--- config.mk ---
export PLATFORM = sky130hd
export DESIGN_NAME = imem_loader
export DESIGN_NICKNAME = d
export VERILOG_FILES = /design/src/rtl/imem_loader.sv
export SDC_FILE = /design/constraint.sdc
export NUM_CORES = 1
export LEC_CHECK = 0
export CAP_MARGIN = 20
export CORE_ASPECT_RATIO = 0.8
export CORE_MARGIN = 2
export CORE_UTILIZATION = 55
export DETAILED_ROUTE_END_ITERATION = 10
export GPL_TIMING_DRIVEN = 0
export PLACE_DENSITY = 0.91
export SYNTH_ARGS = -nofsm -noshare
export SYNTH_HDL_FRONTEND = slang
export SYNTH_SLANG_ARGS = --single-unit
--- constraint.sdc ---
create_clock -name clk -period 5.3 [get_ports clk]
set_input_delay 1.06 -clock clk [delete_from_list [all_inputs] [get_ports clk]]
set_output_delay 1.06 -clock clk [all_outputs]
set_load 0.005 [all_outputs]
--- src/rtl/imem_loader.sv ---
// Byte-stream instruction memory loader: big-endian length header, then 16-bit words written at
// incrementing addresses while the CPU is held. Define LOADER_CHECKSUM_EN to require a trailing 16-bit sum.
module imem_loader #(
  parameter int ADDR_W    = 16,
  parameter int MEM_WORDS = 256
) (
  input  logic              clk,
  input  logic              reset,
  input  logic              start,
  input  logic              in_valid,
  input  logic [7:0]        in_data,
  output logic              in_ready,
  output logic              wr_en,
  output logic [ADDR_W-1:0] wr_addr,
  output logic [15:0]       wr_data,
  output logic              cpu_hold,
  output logic              busy,
  output logic              done,
  output logic              error
);

  localparam logic [3:0] S_IDLE    = 4'd0;
  localparam logic [3:0] S_LEN_HI  = 4'd1;
  localparam logic [3:0] S_LEN_LO  = 4'd2;
  localparam logic [3:0] S_DATA_HI = 4'd3;
  localparam logic [3:0] S_DATA_LO = 4'd4;
  localparam logic [3:0] S_WRITE   = 4'd5;
  localparam logic [3:0] S_DONE    = 4'd6;
  localparam logic [3:0] S_ERROR   = 4'd7;
`ifdef LOADER_CHECKSUM_EN
  localparam logic [3:0] S_CHK_HI  = 4'd8;
  localparam logic [3:0] S_CHK_LO  = 4'd9;
`endif

  localparam logic [15:0] MAX_LEN = 16'(MEM_WORDS);

  logic [3:0]        state_reg, state_next;
  logic [15:0]       len_reg;
  logic [15:0]       count_reg;
  logic [7:0]        hi_reg;
  logic [ADDR_W-1:0] wr_addr_reg;
  logic [15:0]       wr_data_reg;
`ifdef LOADER_CHECKSUM_EN
  logic [15:0]       sum_reg;
`endif

  logic        xfer;
  logic [15:0] len_word;
  logic [15:0] byte_word;
  logic        last_word;

  assign xfer      = in_valid & in_ready;
  assign len_word  = {len_reg[15:8], in_data};
  assign byte_word = {hi_reg, in_data};
  assign last_word = ((count_reg + 16'd1) == len_reg);

  assign wr_addr = wr_addr_reg;
  assign wr_data = wr_data_reg;

  always_ff @(posedge clk) begin
    if (reset) begin
      state_reg <= S_IDLE;
    end else begin
      state_reg <= state_next;
    end
  end

  // Datapath registers; wr_addr/wr_data keep the last written word after the load.
  always_ff @(posedge clk) begin
    if (reset) begin
      len_reg     <= '0;
      count_reg   <= '0;
      hi_reg      <= '0;
      wr_addr_reg <= '0;
      wr_data_reg <= '0;
`ifdef LOADER_CHECKSUM_EN
      sum_reg     <= '0;
`endif
    end else begin
      case (state_reg)
        S_IDLE, S_DONE, S_ERROR: begin
          if (start) begin
            count_reg <= '0;
`ifdef LOADER_CHECKSUM_EN
            sum_reg   <= '0;
`endif
          end
        end
        S_LEN_HI:  if (xfer) len_reg[15:8] <= in_data;
        S_LEN_LO:  if (xfer) len_reg[7:0]  <= in_data;
        S_DATA_HI: if (xfer) hi_reg        <= in_data;
        S_DATA_LO: begin
          if (xfer) begin
            wr_data_reg <= byte_word;
            wr_addr_reg <= ADDR_W'(count_reg);
          end
        end
        S_WRITE: begin
          count_reg <= count_reg + 16'd1;
`ifdef LOADER_CHECKSUM_EN
          sum_reg   <= sum_reg + wr_data_reg;
`endif
        end
`ifdef LOADER_CHECKSUM_EN
        S_CHK_HI:  if (xfer) hi_reg <= in_data;
`endif
        default: ;
      endcase
    end
  end

  always_comb begin
    state_next = state_reg;
    case (state_reg)
      S_IDLE, S_DONE, S_ERROR: if (start) state_next = S_LEN_HI;
      S_LEN_HI:  if (xfer) state_next = S_LEN_LO;
      S_LEN_LO: begin
        if (xfer) begin
          if (len_word == 16'd0)        state_next = S_DONE;
          else if (len_word > MAX_LEN)  state_next = S_ERROR;
          else                          state_next = S_DATA_HI;
        end
      end
      S_DATA_HI: if (xfer) state_next = S_DATA_LO;
      S_DATA_LO: if (xfer) state_next = S_WRITE;
      S_WRITE: begin
`ifdef LOADER_CHECKSUM_EN
        state_next = last_word ? S_CHK_HI : S_DATA_HI;
`else
        state_next = last_word ? S_DONE : S_DATA_HI;
`endif
      end
`ifdef LOADER_CHECKSUM_EN
      S_CHK_HI:  if (xfer) state_next = S_CHK_LO;
      S_CHK_LO:  if (xfer) state_next = (byte_word == sum_reg) ? S_DONE : S_ERROR;
`endif
      default:   state_next = S_IDLE;
    endcase
  end

  always_comb begin
    in_ready = 1'b0;
    wr_en    = 1'b0;
    busy     = 1'b1;
    done     = 1'b0;
    error    = 1'b0;
    case (state_reg)
      S_IDLE:    busy = 1'b0;
      S_DONE: begin
        busy = 1'b0;
        done = 1'b1;
      end
      S_ERROR:   error = 1'b1;
      S_LEN_HI, S_LEN_LO, S_DATA_HI, S_DATA_LO: in_ready = 1'b1;
`ifdef LOADER_CHECKSUM_EN
      S_CHK_HI, S_CHK_LO: in_ready = 1'b1;
`endif
      S_WRITE:   wr_en = 1'b1;
      default: ;
    endcase
    cpu_hold = busy;
  end

endmodule

Yosys cells after proc, flatten, opt, wreduce, memory -nomap -nowiden
Index checks and enable logic that the tools add are counted.
{"block": "totals", "elab_cells": 51, "output_inout_bits": 38, "n_memories": 0, "input_bits": 12, "register_bits": 76, "romBits": 0, "ram_bits": 0, "latch_bits": 0}
{"block": "op_classes", "bitwise_logic": 1, "shift": 0, "div_mod_pow": 0, "mux": 16, "eq_ne": 13, "n_mul": 0, "reduce_logical": 12, "magnitude_cmp": 1, "n_addsub": 1}
{"op": "one-hot mux 16 bit (2 select lines)", "n": 1}
{"op": "one-hot mux 4 bit (6 select lines)", "n": 1}
{"op": "two-way mux 4 bit", "n": 5}
{"op": "adder 16 x 1 -> 16 bit, second input constant", "n": 1}
{"op": "equality test 16 bit", "n": 1}
{"op": "equality test 4 x 3 -> 1 bit, second input constant", "n": 4}
{"op": "> comparator 16 x 9 -> 1 bit, second input constant", "n": 1}
{"op": "zero test 16 bit", "n": 1}
{"op": "two-way mux 16 bit", "n": 1}
{"op": "!= test 2 bit, second input constant", "n": 5}
{"op": "AND reduction 2 bit", "n": 5}
{"op": "two-way mux 3 bit", "n": 3}
{"op": "equality test 4 x 2 -> 1 bit, second input constant", "n": 2}
{"op": "two-way mux 1 bit", "n": 5}
{"op": "AND reduction 5 bit", "n": 1}
{"op": "equality test 4 x 1 -> 1 bit, second input constant", "n": 1}
{"op": "zero test 4 bit", "n": 1}
{"op": "OR reduction 4 bit", "n": 1}
{"op": "OR reduction 3 bit", "n": 1}
{"op": "nonzero test 2 bit", "n": 1}
{"op": "OR reduction 2 bit", "n": 1}
{"op": "AND 1 bit", "n": 1}

Depth between registers and ports, before layout
{"block": "logic_depth", "word_depth": 6, "mapped_depth": 8, "mapped_depth_nobuf": 7}

Worst setup path after synthesis
OpenSTA, ideal clock, no wires.
{"block": "synth_path", "kind": "input port to flip-flop", "from": "input start", "to": "register count_reg[14]", "path_stages": 7, "n_path_buf": 2, "setup_ns": 0.132, "slack_ns": 3.010, "t_arrival_ns": 2.158, "required_time_ns": 5.168, "cell_sequence": "nor2b_1 nand2b_1 clkbuf_1 clkbuf_1 nor2_1 o21ai_0 a21oi_1"}
{"block": "synth_between", "elab_chain_len": 2}
{"element": "from (decl)", "line": "9", "rtl": "input logic start,"}
{"element": "!= test 2 bit (no source line)"}
{"element": "AND reduction 2 bit (no source line)"}
{"element": "to (signal assigned)", "line": "99", "rtl": "count_reg <= count_reg + 16'd1;"}
{"element": "to (decl)", "line": "39", "rtl": "logic [15:0] count_reg;"}
No other way between the ends.
A chain may end at the register's enable or synchronous reset.

Worst setup path after layout
{"block": "layout_path", "from": "register state_reg[0]", "to": "output cpu_hold"}
{"block": "layout_between", "elab_chain_len": 3, "word_cells_on_any_way": 4, "cone_classes": "eq/ne (1); mux (1); reduce/logical (2)"}
{"element": "from (decl)", "line": "37", "rtl": "logic [3:0] state_reg, state_next;"}
{"element": "from (signal assigned)", "line": "64", "rtl": "state_reg <= state_next;"}
{"element": "equality test 4 x 3 -> 1 bit / zero test 4 bit (equally long branches)", "line": "147", "rtl": "case (state_reg)"}
{"element": "OR reduction 2 bit (no source line) *"}
{"element": "two-way mux 1 bit *", "line": "147"}
{"element": "to (decl)", "line": "16", "rtl": "output logic cpu_hold,"}
Mark *: on every way between the ends. The rest lies on a longest branch, timed or not.

==> impl_metrics.json <==
{
  "internal_power_mw": 0.898,
  "p_seq_share_pct": 46.7,
  "period_share_pct": 60.5,
  "grt_max_degree": 15,
  "post_drt_wl_per_cell_um": 15.5,
  "hold_viol": 0,
  "synth_nets": 490,
  "clockPowerShare_pct": 31.1,
  "port_buffers": 49,
  "yosys.area.top_type_share_pct": 40.5,
  "synth.distinct_cells": 56,
  "critical_path.max_stage_delay_ps": 480,
  "antenna_found_initial": 0,
  "cpLargestDelayFamily": "buffers and inverters",
  "max_freq_mhz": 312,
  "finalClockSkew_ps": 8.46,
  "post_cts_buffers": 0,
  "cts_root_buf": "clkbuf_8",
  "synth_edf_count": 0,
  "power_switching_mw": 0.409,
  "sw_frac_of_total_pct": 31.3,
  "ys_top_cells_by_area": "dfxtp_1 40%, nand2_1 12%, a21oi_1 9.7%, nor2_1 3.5%, xnor2_1 3.1%",
  "h-tree-depth": 3,
  "cts.sinks": 75,
  "die_w_um": 95.8,
  "viasPerCell": 5.81,
  "gp_congestion": 0.955,
  "antenna_left": 0,
  "endpoint_kind": "output port",
  "coreArea_mm2": 0.00647,
  "cts_tree": "built",
  "start_util_pct": 57.3,
  "final_util_pct": 69.4,
  "syn-cell-area_mm2": 0.00371,
  "power.density_mw_per_mm2": 291,
  "critPathArrivalTime_ps": 2150,
  "worstSetupStartpointType": "flip-flop",
  "nets": 550,
  "rsz0062_at_grt": "false",
  "vias": 3632,
  "critPathKind": "flip-flop to output port",
  "cap_violations": 0,
  "required_ps": 4240,
  "synth_cells": 476,
  "finalSetupViolCount": 0,
  "worst_hold_slack_ps": 456,
  "leakage_nw": 1.56,
  "ys_seq_elements": 75,
  "drt_iter0_drc": 180,
  "fin_crit_ps": 3210,
  "row_count": 26,
  "ctsHoldBuffers": 0,
  "avgSynthCellArea_um2": 7.80,
  "hpwl_mm": 7.18,
  "crit_fanout": 10,
  "grt_overflow": 0,
  "ys_async_sr_fraction_pct": 0,
  "grt_usage_pct": 27.8,
  "clk_pin_slew_ps": 80,
  "syn_to_final_growth_pct": 21.0,
  "status": "finished clean",
  "grt_pass1_vias": 3415,
  "die_y_um": 77.5,
  "post_cts_resized": 0,
  "relSlewSlack_pct": 44.5,
  "die-area_mm2": 0.00742,
  "cts_buffer_depth": 2,
  "tightest_slew_ps": 825,
  "ys_seq_area_share_pct": 40.5,
  "yosys.area.top_type": "dfxtp_1",
  "fin_setup_tns_ps": 0,
  "cts-buffers-inserted": 9,
  "crit_path_cell_trace": "clkbuf_1 > clkbuf_1 > or3_1 > buf_4 > clkdlybuf4s50_1",
  "diodes": 0,
  "grt_first_pass_wirelength_mm": 16.3,
  "io_pins": 50,
  "drt_wl_total_mm": 9.71,
  "ir_drop_uv": 195,
  "p_comb_share_pct": 22.2,
  "critical_path_buf_inv_count": 4,
  "layout-drive-gt1-share_pct": 7.95,
  "ys.flop_type": "dfxtp_1",
  "clk_latency_ps": 350,
  "firstDrtPassIters": 5,
  "critPathSlowestCell": "clkdlybuf4s50_1",
  "drc": 0,
  "yosys_warnings": 0,
  "layout_common_cells": "114 x nand2_1, 75 x dfxtp_1, 72 x a21oi_1",
  "crit_path_frequent_cell": "clkbuf_1",
  "layout_commonest_cell": "nand2_1",
  "hold_path_class": "flip-flop to flip-flop",
  "maxSlewViolCount": 0
}
-- cell type report --
type / count / area [µm²]
well taps: 84 / 105
multi-input cells: 361 / 2030
fillers: 549 / 1980
flip-flops and latches: 75 / 1500
inverters: 6 / 22.5
plain buffers: 34 / 156
repair buffers: 49 / 490
clock inverters: 6 / 46.3
clock buffers: 10 / 138
-- synth_stat cells (3+ instances only) --
| master | instances |
|---|---|
| a31oi_1 | 4 |
| nand3_1 | 5 |
| nor2_1 | 35 |
| nand3b_1 | 3 |
| nand4_1 | 5 |
| inv_1 | 6 |
| nand2_1 | 114 |
| nand3_4 | 3 |
| o21ai_0 | 15 |
| clkbuf_1 | 23 |
| dfxtp_1 | 75 |
| nor4_1 | 8 |
| xor2_1 | 7 |
| nor2b_1 | 4 |
| nand2b_1 | 8 |
| or3_1 | 5 |
| or4_1 | 3 |
| buf_2 | 8 |
| mux2i_1 | 9 |
| nor3_1 | 5 |
| a21oi_1 | 72 |
| xnor2_1 | 13 |
-- worst register-to-register path: stages, from the launching register on --
cell and delay [ps]:
dfxtp_1 450, ha_1 290, nor2b_1 320, nand2b_1 230
clkbuf_1 390, clkbuf_1 500, nor2_1 100, o21ai_0 180
a21oi_1 80
-- cell families (layout without fill, tap and decap cells) --
logic type	count (synthesis)	count (layout)	share of synthesized area (%)
multiplexers	12	12	3.44
AND/OR/NAND/NOR	215	215	28.9
XOR/XNOR	20	20	4.72
AO/OA/AOI/OAI	112	112	17.0
adder cells (fa/ha/maj)	2	2	0.674
flip-flops	75	75	40.5
buffers and inverters	40	105	4.82
-- layer usage --
layer	GRT usage [%]	share of wire, %	wire (µm)	up-vias
met2	44.1	47	4520	183
met1	37.1	43	4160	1677
met4	9.00	1.3	126	0
met5	0	0	0	-
met3	6.70	9.3	898	15
li1	-	-	-	1757
-- through the flow --
stage	power, mW	std cells	setup WS, ps	area [µm²]
after floorplan	0.804	476	3010	3710
after global placement	0.893	609	2040	4310
after detailed placement	0.909	609	1910	4310
after CTS	1.31	625	2110	4490
after global routing	1.37	625	1990	4490
final	1.31	625	2090	4490
-- path summary, 6_finish.rpt --
kind,slack (ps),start,depth (start not counted),end
min reg2reg,460,wr_addr[3],2,wr_addr[3]
min,460,wr_addr[3],2,wr_addr[3]
max,2090,state_reg[0],5,cpu_hold
max reg2reg,2610,state_reg[1],8,count_reg[14]
-- power groups by stage --
stage / clock, mW / combinational, mW / sequential (mW)
finish: 0.406 / 0.290 / 0.610
global route: 0.440 / 0.316 / 0.612
CTS: 0.411 / 0.287 / 0.609
detailed placement: 0 / 0.286 / 0.622
global placement: 0 / 0.273 / 0.621
floorplan: 0 / 0.190 / 0.614
Note: power is estimated with default switching activity, not from simulation.
